### src/rtl/hfir_line_feeder.sv
// Line feeder for a 3-tap horizontal FIR: emits each raster line as IMG_WIDTH+2 beats,
// repeating the first and last pixel so the filter sees both edges.
module hfir_line_feeder #(
  parameter int DATA_WIDTH = 8,
  parameter int IMG_WIDTH  = 640,
  parameter int IMG_HEIGHT = 480
) (
  input  logic                  clk,
  input  logic                  rst_n,
  input  logic                  s_valid_i,
  output logic                  s_ready_o,
  input  logic [DATA_WIDTH-1:0] s_data_i,
  output logic                  valid_o,
  input  logic                  ready_i,
  output logic [DATA_WIDTH-1:0] data_o,
  output logic [DATA_WIDTH-1:0] center_o,
  output logic                  sol_o,
  output logic                  eol_o,
  output logic                  eof_o
);

  // state   | meaning
  // S_FIRST | waiting for the first pixel of a line (emitted as the left pad, sol)
  // S_REP_L | re-emitting the first pixel as the real column 0
  // S_PASS  | streaming pixels 1 .. IMG_WIDTH-1
  // S_PAD_R | re-emitting the last pixel as the right pad (eol, eof on last line)
  typedef enum logic [1:0] {
    S_FIRST = 2'd0,
    S_REP_L = 2'd1,
    S_PASS  = 2'd2,
    S_PAD_R = 2'd3
  } state_t;

  localparam int CW = (IMG_WIDTH  > 1) ? $clog2(IMG_WIDTH + 1)  : 1;
  localparam int RW = (IMG_HEIGHT > 1) ? $clog2(IMG_HEIGHT + 1) : 1;
  localparam logic [CW-1:0] COL_LAST = CW'(IMG_WIDTH - 1);
  localparam logic [RW-1:0] ROW_LAST = RW'(IMG_HEIGHT - 1);

  state_t                state;
  logic [CW-1:0]         col_cnt;
  logic [RW-1:0]         row_cnt;
  logic [DATA_WIDTH-1:0] hold_r;
  logic                  slot_free;
  logic                  accept;

  assign slot_free = !valid_o || ready_i;
  assign s_ready_o = slot_free && ((state == S_FIRST) || (state == S_PASS));
  assign accept    = s_valid_i && s_ready_o;

  // The whole register set only advances when the output slot is free, so a
  // downstream stall freezes every output and the FSM together.
  always_ff @(posedge clk or negedge rst_n) begin
    if (!rst_n) begin
      state    <= S_FIRST;
      col_cnt  <= '0;
      row_cnt  <= '0;
      hold_r   <= '0;
      valid_o  <= 1'b0;
      data_o   <= '0;
      center_o <= '0;
      sol_o    <= 1'b0;
      eol_o    <= 1'b0;
      eof_o    <= 1'b0;
    end else if (slot_free) begin
      valid_o <= 1'b0;
      sol_o   <= 1'b0;
      eol_o   <= 1'b0;
      eof_o   <= 1'b0;
      case (state)
        S_FIRST: begin
          if (accept) begin
            valid_o  <= 1'b1;
            data_o   <= s_data_i;
            center_o <= s_data_i;
            hold_r   <= s_data_i;
            sol_o    <= 1'b1;
            col_cnt  <= CW'(1);
            state    <= S_REP_L;
          end
        end
        S_REP_L: begin
          valid_o  <= 1'b1;
          data_o   <= hold_r;
          center_o <= hold_r;
          if (IMG_WIDTH == 1) state <= S_PAD_R;
          else                state <= S_PASS;
        end
        S_PASS: begin
          if (accept) begin
            valid_o  <= 1'b1;
            data_o   <= s_data_i;
            center_o <= s_data_i;
            hold_r   <= s_data_i;
            col_cnt  <= col_cnt + CW'(1);
            if (col_cnt == COL_LAST) state <= S_PAD_R;
          end
        end
        S_PAD_R: begin
          valid_o  <= 1'b1;
          data_o   <= hold_r;
          center_o <= hold_r;
          eol_o    <= 1'b1;
          col_cnt  <= '0;
          if (row_cnt == ROW_LAST) begin
            eof_o   <= 1'b1;
            row_cnt <= '0;
          end else begin
            row_cnt <= row_cnt + RW'(1);
          end
          state <= S_FIRST;
        end
        default: state <= S_FIRST;
      endcase
    end
  end

endmodule

### config.mk
export PLATFORM = sky130hd
export DESIGN_NAME = hfir_line_feeder
export DESIGN_NICKNAME = d
export VERILOG_FILES = /design/src/rtl/hfir_line_feeder.sv
export SDC_FILE = /design/constraint.sdc
export NUM_CORES = 1
export LEC_CHECK = 0
export CAP_MARGIN = 20
export CORE_ASPECT_RATIO = 0.6
export CORE_UTILIZATION = 25
export CTS_BUF_LIST = sky130_fd_sc_hd__clkbuf_16
export CTS_CLUSTER_SIZE = 30
export DETAILED_ROUTE_END_ITERATION = 8
export GPL_TIMING_DRIVEN = 0
export PLACE_DENSITY = 0.46
export SYNTH_ARGS = -nofsm -noshare
export SYNTH_HDL_FRONTEND = slang
export SYNTH_SLANG_ARGS = --single-unit
### constraint.sdc
create_clock -name clk -period 2.7 [get_ports clk]
set_input_delay 0.54 -clock clk [delete_from_list [all_inputs] [get_ports clk]]
set_output_delay 0.54 -clock clk [all_outputs]
set_load 0.01 [all_outputs]
==> results.tsv <==
metric	value	unit
ios	33	
finalPower	3.067	mW
placed_cell_area	2555	um2
period_share	91.98	%
power.density	1118	nW/um2
cts_tree	done	
clock_latency	290	ps
yosys_register_bits	41	
yosysSeqAreaShare	49.22	%
drv_slew	0	
clkSinkCount	41	
p_sw	1.023	mW
seqPwrFrac	33.0	%
area_growth_syn_to_layout	31.63	%
antenna_left	0	
nNetsFinal	263	
relSlewSlack	32.69	%
yosysWarnings	0	
htreeDepth	2	
grt.total_usage	11.34	%
p_sw_share	33.36	%
crit_arrival	1940	ps
worstPathMaxFanout	10	
synth_cell_types	38	
regArea	1026	um2
rsz0062_at_grt	false	
netlist_area	2084	um2
finalHoldViolations	0	
cts_buffers	5	
initialDrtViolationCount	147	
io_buffers	32	
die_y	72.73	um
wire_per_inst	12.86	um
postLayoutCellArea	2744	um2
crit_path_end_kind	output port	
synth-edff-count	0	
max-vdd-ir-drop	0.4157	mV
core.rowCount	25	
max_freq	0.4027	GHz
layout_min_cycle_time	2483	ps
setup_viol	0	
drc	0	
antenna_found_initial	0	
vias_per_cell	4.500	
fillCellCount	813	
gp_congestion	0.6945	
syn_nets	224	
finalClockSkew	6.886	ps
run_status	finished, final reports clean	
worstPathRequired	2160	ps
clock_tree.root_cell	clkbuf_16	
detailed_place_hpwl	3.197	mm
diodes	0	
multi_input_area	944.7	um2
cts_hold_buf	0	
holdCritPathClass	primary input to asynchronous set/reset pin	
dieArea	8719	um2
p_int	2.044	mW
die_w	119.9	um
maxCapViolCount	0	
grt_pass1_vias	1436	
worstMarginPinSlew	1006	ps
clk_pin_slew_worst_paths	60	ps
start_kind	flop	
routed-via-count	1584	
grt_max_degree	23	
drtPass1Iterations	4	
netlist_instances	204	
critPathKind	flop to output port	
synthFlopType	dfrtp_1	
core_area	7976	um2
start_util	26.13	%
cts_max_path_buffers	2	
grt_first_pass_wirelength	7.486	mm
avgSynthCellArea	10.22	um2
clkPwrFrac	25.3	%
comb_power_share	41.6	%
p_leak	1.188	nW
grt_overflow	0	
drive_above_1_share	13.11	%
wl	4.525	mm
async_flop_share	100.0	%
metal layers:
metal | GRT usage, % | wire [um] | vias to the layer above
met3 | 4.297 | 237 | 7
li1 | - | - | 793
met2 | 14.39 | 1686 | 35
met1 | 17.06 | 2538 | 749
met4 | 3.750 | 61 | 0
met5 | 0 | 0 | -
Yosys cell counts, drive strengths merged, types with 2 or more instances:
cell,number,area [um2]
a21oi,5,25.02
nor4b,2,17.52
o21ai,24,120.1
nand2,27,101.4
or4b,2,23.77
dfrtp,41,1026
a21o,3,22.52
nor2b,2,20.02
mux2,10,112.6
xnor2,2,17.52
nand3,11,55.05
and2,4,25.03
or3,2,12.51
and4,2,17.52
inv,6,22.52
a31oi,3,18.77
buf,9,71.32
nand2b,3,18.77
nor2,7,26.28
mux2i,8,80.08
clkbuf,6,22.52
ha,8,100.1
o31ai,3,22.52
nand4,5,31.28
stage by stage:
step	TNS, ps	utilization, %	hold WS [ps]	setup slack (ps)	cells
finish	0	34.40	203.0	216.6	352
global route	0	34.40	239.4	104.3	352
CTS	0	34.37	220.6	78.06	352
detailed placement	0	32.03	478.5	159.3	345
global placement	-7290	31.84	465.2	-181.5	344
floorplan	0	-	244.4	826.6	204
state kept, by name (all words and copies together) (netlist names):
name	flops
hold_r	8
col_cnt	10
sol_o	1
eol_o	1
eof_o	1
row_cnt	9
center_o	8
valid_o	1
state	2
power by group through the flow:
stage | registers (mW) | logic (mW) | clock network (mW)
3_3_place_gp | 1.02 | 1.28 | 0
5_1_grt | 1.04 | 1.42 | 0.828
4_1_cts | 1.01 | 1.29 | 0.802
3_5_place_dp | 1.02 | 1.28 | 0
2_1_floorplan | 1.02 | 0.770 | 0
6_report | 1.01 | 1.28 | 0.778
path summary, 6_finish.rpt:
path	from	to	slack (ps)	depth (start not counted)
min in group clk	sol_o$_DFFE_PN0P_	sol_o$_DFFE_PN0P_	480	2
max	state[0]$_DFFE_PN0P_	s_ready_o	220	5
min	rst_n	col_cnt[5]$_DFFE_PN0P_	200	1
min reg2reg	sol_o$_DFFE_PN0P_	sol_o$_DFFE_PN0P_	480	2
max reg2reg	state[0]$_DFFE_PN0P_	center_o[7]$_DFFE_PN0P_	490	6
max in group asynchronous	rst_n	hold_r[1]$_DFFE_PN0P_	2000	2
cell type report:
| class | count | share of cell area, % |
|---|---|---|
| Clock inverter | 3 | 2.371 |
| Clock buffer | 5 | 4.560 |
| Sequential cell | 41 | 37.39 |
| Timing Repair Buffer | 33 | 12.22 |
| Multi-Input combinational cell | 142 | 34.43 |
| Inverter | 6 | 0.8208 |
| Buffer | 14 | 3.283 |
| Tap cell | 108 | 4.925 |
cells in the final DEF, fill, tap and decap left out, drive strengths merged:
master          n
nor3            1
dfrtp          41
bufinv          2
mux2           10
nand3          11
clkdlybuf4s50  31
a21o            3
xnor2           2
o21ai          24
o31ai           3
buf            11
clkinv          1
nor3b           1
nor2b           2
ha              8
a311o           1
a31oi           3
nor2            7
o211ai          1
a21oi           5
nand4           5
xor2            1
and4            2
and2            4
nand2          27
nand4b          1
a211oi          1
o32a            1
o311ai          1
nand2b          3
inv             6
clkbuf         10
mux2i           8
or4b            2
nor4b           2
or3             2
cells by family after synthesis:
| family | count (synthesis) | share of synthesized area, % |
|---|---|---|
| buffers and inverters | 21 | 5.582 |
| DFF | 41 | 49.22 |
| and+or+nand+nor | 70 | 17.77 |
| adders and majority gates | 8 | 4.802 |
| muxes | 18 | 9.244 |
| AOI/OAI and AO/OA | 43 | 12.12 |
| xor gates and xnor gates | 3 | 1.261 |
worst max-delay path: stages, from the launching register on:
cell	delay [ps]
dfrtp_1	430
inv_1	120
ha_2	310
nor2_1	110
nor2_1	130
clkdlybuf4s50_1	560
repair_timing:
action | CTS | global route
gates cloned | 0 | 0
setup endpoints to repair | 1 | 1
resized for setup | 0 | 1
buffers inserted | 0 | 0
Note: power is estimated with default switching activity, not from simulation.
